<file path="config.mk">
export PLATFORM = sky130hd
export DESIGN_NAME = instr_fetch
export DESIGN_NICKNAME = d
export VERILOG_FILES = /design/src/rtl/instr_fetch.sv
export SDC_FILE = /design/constraint.sdc
export NUM_CORES = 1
export LEC_CHECK = 0
export CAP_MARGIN = 20
export CORE_ASPECT_RATIO = 1.75
export CORE_UTILIZATION = 50
export DETAILED_ROUTE_END_ITERATION = 6
export PLACE_DENSITY = 0.86
export SLEW_MARGIN = 10
export SYNTH_ARGS = -nofsm -noshare
export SYNTH_HDL_FRONTEND = slang
export SYNTH_SLANG_ARGS = --single-unit
</file>
<file path="constraint.sdc">
create_clock -name clk -period 5.84 [get_ports clk]
set_input_delay 1.752 -clock clk [delete_from_list [all_inputs] [get_ports clk]]
set_output_delay 1.752 -clock clk [all_outputs]
set_load 0.05 [all_outputs]
</file>
<file path="src/rtl/instr_fetch.sv">
// rtl/instr_fetch.sv - variable-length instruction fetch unit (optional halt opcode via IFETCH_HALT_EN)
module instr_fetch #(
    parameter logic [15:0] RESET_PC = 16'h0000
) (
    input  logic        clk,
    input  logic        rst,
    output logic        mem_ce,
    output logic        mem_r,
    output logic [15:0] addr_bus,
    input  logic [7:0]  data_bus,
    input  logic        jmp,
    input  logic [15:0] jmp_addr,
    output logic        instr_valid,
    input  logic        instr_ready,
    output logic [7:0]  instr_opcode,
    output logic [15:0] instr_operand,
    output logic [1:0]  instr_len,
    output logic [15:0] instr_pc,
    output logic        halted
);

    localparam logic [2:0] S_F0   = 3'd0;
    localparam logic [2:0] S_F1   = 3'd1;
    localparam logic [2:0] S_F2   = 3'd2;
    localparam logic [2:0] S_F3   = 3'd3;
    localparam logic [2:0] S_OUT  = 3'd4;
`ifdef IFETCH_HALT_EN
    localparam logic [2:0] S_HALT = 3'd5;
    localparam logic [7:0] HALT_OPCODE = 8'hFF;
`endif

    // Instruction length is carried entirely by the two top opcode bits.
    function automatic logic [1:0] decode_len(input logic [7:0] opc);
        logic [1:0] len;
        case (opc[7:6])
            2'b00:   len = 2'd1;
            2'b01:   len = 2'd2;
            default: len = 2'd3;
        endcase
        return len;
    endfunction

    logic [2:0]  state;
    logic [2:0]  state_d;
    logic [15:0] pc;
    logic [7:0]  op_q;
    logic [7:0]  lo_q;
    logic [1:0]  len_q;
    logic        accept;
    logic        load_out;
    logic [7:0]  out_opcode_d;
    logic [15:0] out_operand_d;
    logic [1:0]  out_len_d;

    // The presented instruction is consumed only if no redirect arrives in the same cycle.
    assign accept = (state == S_OUT) && instr_ready && !jmp;

    // Output registers are written only on the cycle that completes an instruction,
    // so an abandoned fetch never exposes a half-built instruction.
    assign load_out = (state_d == S_OUT) && (state != S_OUT);

    // Next-state selection; a redirect overrides whatever the sequencer wanted.
    always_comb begin
        state_d = state;
        case (state)
            S_F0:  state_d = S_F1;
            S_F1:  state_d = (decode_len(data_bus) == 2'd1) ? S_OUT : S_F2;
            S_F2:  state_d = (len_q == 2'd2) ? S_OUT : S_F3;
            S_F3:  state_d = S_OUT;
            S_OUT: begin
                if (instr_ready) begin
`ifdef IFETCH_HALT_EN
                    state_d = (instr_opcode == HALT_OPCODE) ? S_HALT : S_F0;
`else
                    state_d = S_F0;
`endif
                end
            end
`ifdef IFETCH_HALT_EN
            S_HALT: state_d = S_HALT;
`endif
            default: state_d = S_F0;
        endcase
        if (jmp) begin
            state_d = S_F0;
        end
    end

    // Assemble the instruction fields from the byte arriving this cycle plus the staged bytes.
    always_comb begin
        out_opcode_d  = op_q;
        out_operand_d = {data_bus, lo_q};
        out_len_d     = len_q;
        case (state)
            S_F1: begin
                out_opcode_d  = data_bus;
                out_operand_d = 16'h0000;
                out_len_d     = decode_len(data_bus);
            end
            S_F2: begin
                out_operand_d = {8'h00, data_bus};
            end
            default: begin
                out_operand_d = {data_bus, lo_q};
            end
        endcase
    end

    // Sequencer state and program counter; redirect beats a simultaneous accept.
    always_ff @(posedge clk or posedge rst) begin
        if (rst) begin
            state <= S_F0;
            pc    <= RESET_PC;
        end else begin
            state <= state_d;
            if (jmp) begin
                pc <= jmp_addr;
            end else if (accept) begin
                pc <= pc + {14'd0, instr_len};
            end
        end
    end

    // Stage the opcode and first operand byte while the remaining bytes are still being read.
    always_ff @(posedge clk or posedge rst) begin
        if (rst) begin
            op_q  <= 8'h00;
            lo_q  <= 8'h00;
            len_q <= 2'd0;
        end else begin
            if (state == S_F1) begin
                op_q  <= data_bus;
                len_q <= decode_len(data_bus);
            end
            if (state == S_F2) begin
                lo_q <= data_bus;
            end
        end
    end

    // Presented instruction fields; they change only when a new instruction completes.
    always_ff @(posedge clk or posedge rst) begin
        if (rst) begin
            instr_opcode  <= 8'h00;
            instr_operand <= 16'h0000;
            instr_len     <= 2'd0;
            instr_pc      <= 16'h0000;
        end else if (load_out) begin
            instr_opcode  <= out_opcode_d;
            instr_operand <= out_operand_d;
            instr_len     <= out_len_d;
            instr_pc      <= pc;
        end
    end

    // Memory strobes: F1 and F2 read ahead of the decode so each byte lands one cycle later.
    always_comb begin
        mem_r    = !rst && ((state == S_F0) || (state == S_F1) || (state == S_F2));
        mem_ce   = mem_r;
        case (state)
            S_F1:    addr_bus = pc + 16'd1;
            S_F2:    addr_bus = pc + 16'd2;
            default: addr_bus = pc;
        endcase
    end

    assign instr_valid = (state == S_OUT);

`ifdef IFETCH_HALT_EN
    assign halted = (state == S_HALT);
`else
    assign halted = 1'b0;
`endif

endmodule

</file>
# Yosys cells after proc, flatten, opt, wreduce, memory -nomap -nowiden
# Cells that the tools add are included.
# totals
regBits	79
input_bits	28
output_inout_bits	62
elab_cells	45
# op_classes
add_sub_neg	3
n_eq_ne	9
muxes	13
reduce_logical	11
# ops
cell	n
16-bit case mux with 2 select lines	2
16-bit 2-to-1 mux	2
16-bit by 1-bit adder with 16-bit output, second input constant	1
16-bit by 2-bit adder with 16-bit output	1
16-bit by 2-bit adder with 16-bit output, second input constant	1
3-bit case mux with 5 select lines	1
3-bit 2-to-1 mux	4
8-bit 2-to-1 mux	1
3-bit by 2-bit == test with 1-bit output, second input constant	2
3-bit == test, second input constant	2
2-bit by 1-bit == test with 1-bit output, second input constant	2
1-bit logical AND	4
2-bit 2-to-1 mux	2
2-bit case mux with 2 select lines	1
3-bit by 1-bit == test with 1-bit output, second input constant	1
3-bit zero test	1
3-bit != test, second input constant	1
2-bit == test, second input constant	1
1-bit zero test	2
2-bit zero test	1
1-bit logical OR	2
2-bit nonzero test	1

# Logic depth before layout (Yosys ltp)
# Gate-level depths: netlist of run 1.
# logic_depth
depth_word	9
depth_mapped	8
depth_no_buf	7

# Worst setup path after synthesis of run 1
# Ideal clock, no wire load.
# synth_path
path_type	in2out
startpoint	in rst
endpoint	out mem_r
arrival_ns	3.348
required_ns	4.088
setup_slack_ns	0.740
path_stages	2
n_path_buf	1
cell_sequence	a211oi_1 -> buf_4
# synth_between
elab_chain_len	2
# synth_rtl
element	line	text
from (decl)	6	input logic rst,
1-bit zero test	158	mem_r = !rst && ((state == S_F0) || (state == S_F1) || (state == S_F2));
1-bit logical AND	158	
to (decl)	8	output logic mem_r,
# No other way between the ends.

# Worst setup path after layout of run 1
# layout_path
startpoint	in rst
endpoint	out mem_ce
# layout_between
elab_chain_len	2
# layout_rtl
element	line	text
1-bit zero test	158	
1-bit logical AND	158	
to (decl)	7	output logic mem_ce,
# No other way between the ends.

==> results of run 1 <==
## where the power goes
part	leakage [nW]	switching, mW	internal (mW)
Clock	0.149	0.241	0.340
Sequential	0.963	0.145	0.755
Combinational	1.25	0.817	0.553
Total	2.37	1.20	1.65
## area by class of cell
cell class | instances | area [µm²] | share of cell area, %
clock buffers | 9 | 225 | 4.29
clock inverters | 7 | 83.8 | 1.60
inverters | 13 | 50.0 | 0.954
multi-input cells | 225 | 1860 | 35.4
flip-flops and latches | 79 | 1980 | 37.7
well taps | 90 | 113 | 2.15
repair buffers | 94 | 938 | 17.9
## registers in the layout, indices dropped and copies added (netlist names)
signal and count:
instr_operand 16, instr_len 2, op_q 8, lo_q 8, state 3, instr_opcode 8
pc 16, instr_pc 16, len_q 2
## per-stage QoR
step	util (%)	power, mW
after global routing	66.8	2.97
after global placement	62.8	2.23
after floorplan	-	1.83
after CTS	66.8	2.87
final	66.8	2.85
after detailed placement	62.8	2.27
## worst max path at each step
stage / cells past startpoint / slack [ps] / endpoint / startpoint
6_report: 3 / 760 / mem_ce / rst
2_1_floorplan: 2 / 740 / mem_r / rst
3_3_place_gp: 3 / 810 / mem_ce / rst
5_1_grt: 3 / 670 / mem_ce / rst
3_5_place_dp: 3 / 750 / mem_ce / rst
4_1_cts: 3 / 740 / mem_ce / rst
## Yosys cell counts, types with 3 or more instances
library cell and count:
clkbuf_1 9, xnor2_1 14, nor3_1 8, a21oi_1 7, buf_2 6, a22o_1 8, xor2_1 14, mux2_4 33
dfrtp_1 79, nor2b_1 6, mux2_2 18, inv_1 12, mux2i_1 8, nand2_1 36, nand4_1 3, o21ai_0 16
buf_6 5, buf_4 5, ha_1 4, nor2_1 20
## layer usage
layer / wire length (µm) / up-vias / global-route usage [%]
met4: 199 / 0 / 10.4
met1: 3480 / 1385 / 25.3
li1: - / 1323 / -
met2: 4950 / 81 / 41.5
met3: 517 / 13 / 7.33
met5: 0 / - / 0
## kinds of logic (layout without fill, tap and decap cells)
family / count (synthesis) / in the layout / synth area share [%]
and+or+nand+nor: 91 / 91 / 11.7
adders and majority gates: 5 / 5 / 1.74
muxes: 59 / 59 / 19.3
xor gates and xnor gates: 28 / 28 / 6.08
AOI/OAI and AO/OA: 41 / 41 / 6.95
other: 1 / 1 / 0.0930
buffers and inverters: 38 / 123 / 5.12
DFF: 79 / 79 / 49.0
## worst max-delay path: stages
cell	delay (ps)
clkdlybuf4s50_1	430
a211oi_1	260
clkdlybuf4s50_1	880
==> out/metrics.cfg, run 1 <==
[logic_synthesis]
yosys_warnings = 0
synthCells = 342
synth_area_leaders = dfrtp_1 49%, mux2_4 12%, mux2_2 5.0%
synth_top_area_share_pct = 49.0
synthesis.nets = 375
synth.distinct_cells = 45
async_reset_ff_share_pct = 100
synth_ff_type = dfrtp_1
synth_area_um2 = 4030
synth_edf_count = 0
ys_seq_area_share_pct = 49.0
yosys.area.top_type = dfrtp_1
synth_area_per_cell_um2 = 11.8
ys_ff_latch = 79

[sta]
tns_ps = 0
finalSetupViolCount = 0
hold_ws_ps = 504
drv_slew = 0
grt_setup_unrepaired = false
hold_viol = 0
setup_ws_ps = 763
max_freq_mhz = 197
worst_slew_pin_slew_ps = 746
finClkSkew_ps = 5.04
finalCritPeriodShare_pct = 86.9
fin_crit_ps = 5080
slew_headroom_pct = 50.2

[floorplan]
die_w_um = 69.9
ios = 90
start_util_pct = 51.3
coreArea_um2 = 7860
row_count = 43
die_y_um = 121
die-area_um2 = 8440

[detailed_routing]
ant_nets = 0
wl_per_cell_um = 17.7
drt_iter0_drc = 188
drt_wl_total_um = 9140
drc = 0
via_per_inst = 5.42
via_count = 2802
first_pass_iters = 4

[worst_hold_path]
hold_path_depth = 1
hold_path_end = op_q[5]$_DFF_PP0_
hold_path.startpoint = op_q[5]$_DFF_PP0_
min_path_type = reg -> reg

[run_status]
status = finished clean

[clock_tree]
cts_tree = built
cts_hold_buf = 0
cts_max_level = 3
cts_made_buffers = 9
clockRootBuffer = clkbuf_16
clk_pin_slew_worst_paths_ps = 60
clockBufferDepth = 2
cts_resized = 0
clk_latency_ps = 340
cts_sinks = 79
postCtsSetupRepairBufs = 0

[finish]
finalInstanceArea_um2 = 5250
final_cells = 517
fin_nets = 455
antenna_cells = 0
area_growth_pct = 30.1
fillCellCount = 583
final_cell_mix = 88 x clkdlybuf4s50_1, 79 x dfrtp_1, 36 x nand2_1, 33 x mux2_4, 20 x nor2_1
drive_gt1_share_pct = 19.9
final_common_cell = clkdlybuf4s50_1

[power]
peakVddDrop_mv = 0.439
power_density_nw_per_um2 = 543
power.leakage_nw = 2.37

[global_route]
antenna_found_initial = 0
grt_pass1_wl_um = 15200
grt_max_degree = 44
grt_pass1_vias = 3067
gr-total-overflow = 0
track_usage_pct = 23.4

[worst_setup_path]
r2r_start = state[2]$_DFF_PP0_
critPathRequiredTime_ps = 4090
r2r-end = instr_opcode[3]$_DFFE_PP0P_
r2r_slack_ps = 3450
reg2reg_depth = 6
cp_max_fo = 2
start_kind = primary input
cp-end-kind = output pin
criticalPathCategory = in -> out
critPathArrivalTime_ps = 3320

[job]
cap_viol_max_count = 0

[place]
dpl-instance-area_um2 = 4940
placed_cells = 501
preCtsSetupSlack_ps = 747
routabilityCongestion = 0.827
dpl.hpwl_um = 6270
io_buffers = 88

Note: power is estimated with default switching activity, not from simulation.
==> run 2, diff against run 1 <==
Settings changed: SETUP_SLACK_MARGIN from default to 0.4, TNS_END_PERCENT from default to 10.
==> results of run 2 <==
The final DEF is identical to that of run 1; final timing and power are the same.
==> run 3, diff against run 2 <==
Clock period 5.84 ns to 5.9 ns, I/O delays scaled along.
==> run 3 against run 2 <==
Total power shrank 1.5%; combinational power about the same; sequential share of layout area fell by 0.090 points; count of clock-buffer cells in the layout increased by 2; clock skew increased by 1.3 ps; via count is 0.61% lower; register-to-register slack got worse by 30 ps; wire length down 2.4%; final cell count increased by 0.19%; worst setup slack gained 3.5 ps; worst hold slack lost 5.1 ps; largest power group unchanged; highest routed layer unchanged.
==> out/metrics.cfg, run 3 (synthesized netlist as in run 1, its figures left out) <==
[run_status]
status = finished clean  ; unchanged

[worst_hold_path]
hold_path.startpoint = op_q[5]$_DFF_PP0_  ; unchanged
hold_path_depth = 1  ; unchanged
hold_path_end = op_q[5]$_DFF_PP0_  ; unchanged
min_path_type = reg -> reg  ; unchanged

[worst_setup_path]
cp_max_fo = 2  ; unchanged
cp-end-kind = output pin  ; unchanged
reg2reg_depth = 6  ; unchanged
path_delay_family = buffers and inverters  ; unchanged
slowest_stage = clkdlybuf4s50_1  ; unchanged
critPathRequiredTime_ps = 4130  ; was 4090 ps
critPathArrivalTime_ps = 3360  ; was 3320 ps
r2r-end = instr_opcode[0]$_DFFE_PP0P_  ; was instr_opcode[3]$_DFFE_PP0P_
criticalPathCategory = in -> out  ; unchanged
start_kind = primary input  ; unchanged
max_stage_delay_ps = 880  ; about the same
crit_top_cell = clkdlybuf4s50_1  ; unchanged
r2r_start = state[0]$_DFF_PP0_  ; was state[2]$_DFF_PP0_
crit_chain = clkdlybuf4s50_1 -> a211oi_1 -> clkdlybuf4s50_1  ; unchanged
r2r_slack_ps = 3420  ; was 3450 ps
cp_num_buf_inv = 2  ; unchanged

[sta]
max_freq_mhz = 195
finalSetupViolCount = 0  ; unchanged
hold_viol = 0  ; unchanged
finalCritPeriodShare_pct = 87.0
worst_slew_pin_slew_ps = 734  ; was 746 ps
finClkSkew_ps = 6.32  ; was 5.04 ps
fin_crit_ps = 5130
grt_setup_unrepaired = false  ; unchanged
tns_ps = 0  ; unchanged
slew_headroom_pct = 51.0  ; was 50.2%
hold_ws_ps = 499  ; was 504 ps
drv_slew = 0  ; unchanged

[clock_tree]
cts_made_buffers = 9  ; unchanged
postCtsSetupRepairBufs = 0  ; unchanged
clockBufferDepth = 2  ; unchanged
clockRootBuffer = clkbuf_16  ; unchanged
cts_resized = 0  ; unchanged
cts_sinks = 79  ; unchanged
cts_max_level = 3  ; unchanged
clk_latency_ps = 340  ; about the same
clk_pin_slew_worst_paths_ps = 60  ; about the same
cts_tree = built  ; unchanged
cts_hold_buf = 0  ; unchanged

[floorplan]
die_w_um = 69.9  ; unchanged
die-area_um2 = 8440  ; unchanged
row_count = 43  ; unchanged
ios = 90  ; unchanged
die_y_um = 121  ; unchanged
start_util_pct = 51.3  ; unchanged
coreArea_um2 = 7860  ; unchanged

[global_route]
track_usage_pct = 22.2  ; was 23.4%
gr-total-overflow = 0  ; unchanged
grt_pass1_vias = 2920  ; was 3067
grt_pass1_wl_um = 14700  ; was 15200 µm
grt_max_degree = 44  ; unchanged
antenna_found_initial = 0  ; unchanged

[finish]
final_cell_mix = 88 x clkdlybuf4s50_1, 79 x dfrtp_1, 36 x nand2_1, 33 x mux2_4, 20 x nor2_1  ; unchanged
area_growth_pct = 30.4  ; was 30.1%
drive_gt1_share_pct = 19.9  ; about the same
antenna_cells = 0  ; unchanged
largestRegisters = instr_operand: 16 flops, instr_pc: 16 flops, pc: 16 flops  ; unchanged
utilization_pct = 66.9  ; was 66.8%
final_common_cell = clkdlybuf4s50_1  ; unchanged
fin_nets = 456  ; was 455

[place]
routabilityCongestion = 0.804  ; was 0.827
io_buffers = 88  ; unchanged
dpl.hpwl_um = 6260  ; was 6270 µm

[detailed_routing]
drt_wl_total_um = 8920  ; was 9140 µm
wl_per_cell_um = 17.2  ; was 17.7 µm
drc = 0  ; unchanged
first_pass_iters = 4  ; unchanged
via_count = 2785  ; was 2802
drt_iter0_drc = 143  ; was 188
via_per_inst = 5.38  ; was 5.42
ant_nets = 0  ; unchanged

[power]
power_density_nw_per_um2 = 534  ; was 543 nW/µm²
peakVddDrop_mv = 0.362  ; was 0.439 mV
power.leakage_nw = 2.37  ; about the same

[job]
cap_viol_max_count = 0  ; unchanged

run 3: metrics by stage:
step	setup WS [ps]	instances	power (mW)	cell area, µm²
floorplan	764	342	1.81	4030
detailed placement	774	501	2.24	4920
global route	707	518	2.92	5260
global placement	834	501	2.21	4920
finish	767	518	2.81	5260
CTS	776	517	2.82	5230
run 3: cell type report:
cell class / instances / area (µm²)
Fill cell: 588 / 2600
Clock inverter: 5 / 63.8
Sequential cell: 79 / 1980
Clock buffer: 11 / 243
Tap cell: 90 / 113
Timing Repair Buffer: 95 / 953
Multi-Input combinational cell: 225 / 1860
Inverter: 13 / 50.0
run 3: worst max-delay path by stage:
stage	from	to	slack [ps]	depth (start not counted)
after floorplan	rst	mem_r	760	2
after global placement	rst	mem_r	830	3
after detailed placement	rst	mem_r	770	3
after CTS	rst	mem_r	780	3
after global routing	rst	mem_r	710	3
final	rst	mem_r	770	3
run 3: metal layers:
metal	GRT usage (%)	up-vias	part of all wire (%)
met5	0	-	0
met4	7.50	0	1.5
met3	5.92	12	5.7
met2	38.4	84	53
met1	26.5	1371	39
li1	-	1318	-
run 3: power by group:
part	internal, mW	total, mW	switching (mW)
logic	0.548	1.35	0.802
registers	0.748	0.885	0.137
clock network	0.343	0.572	0.228
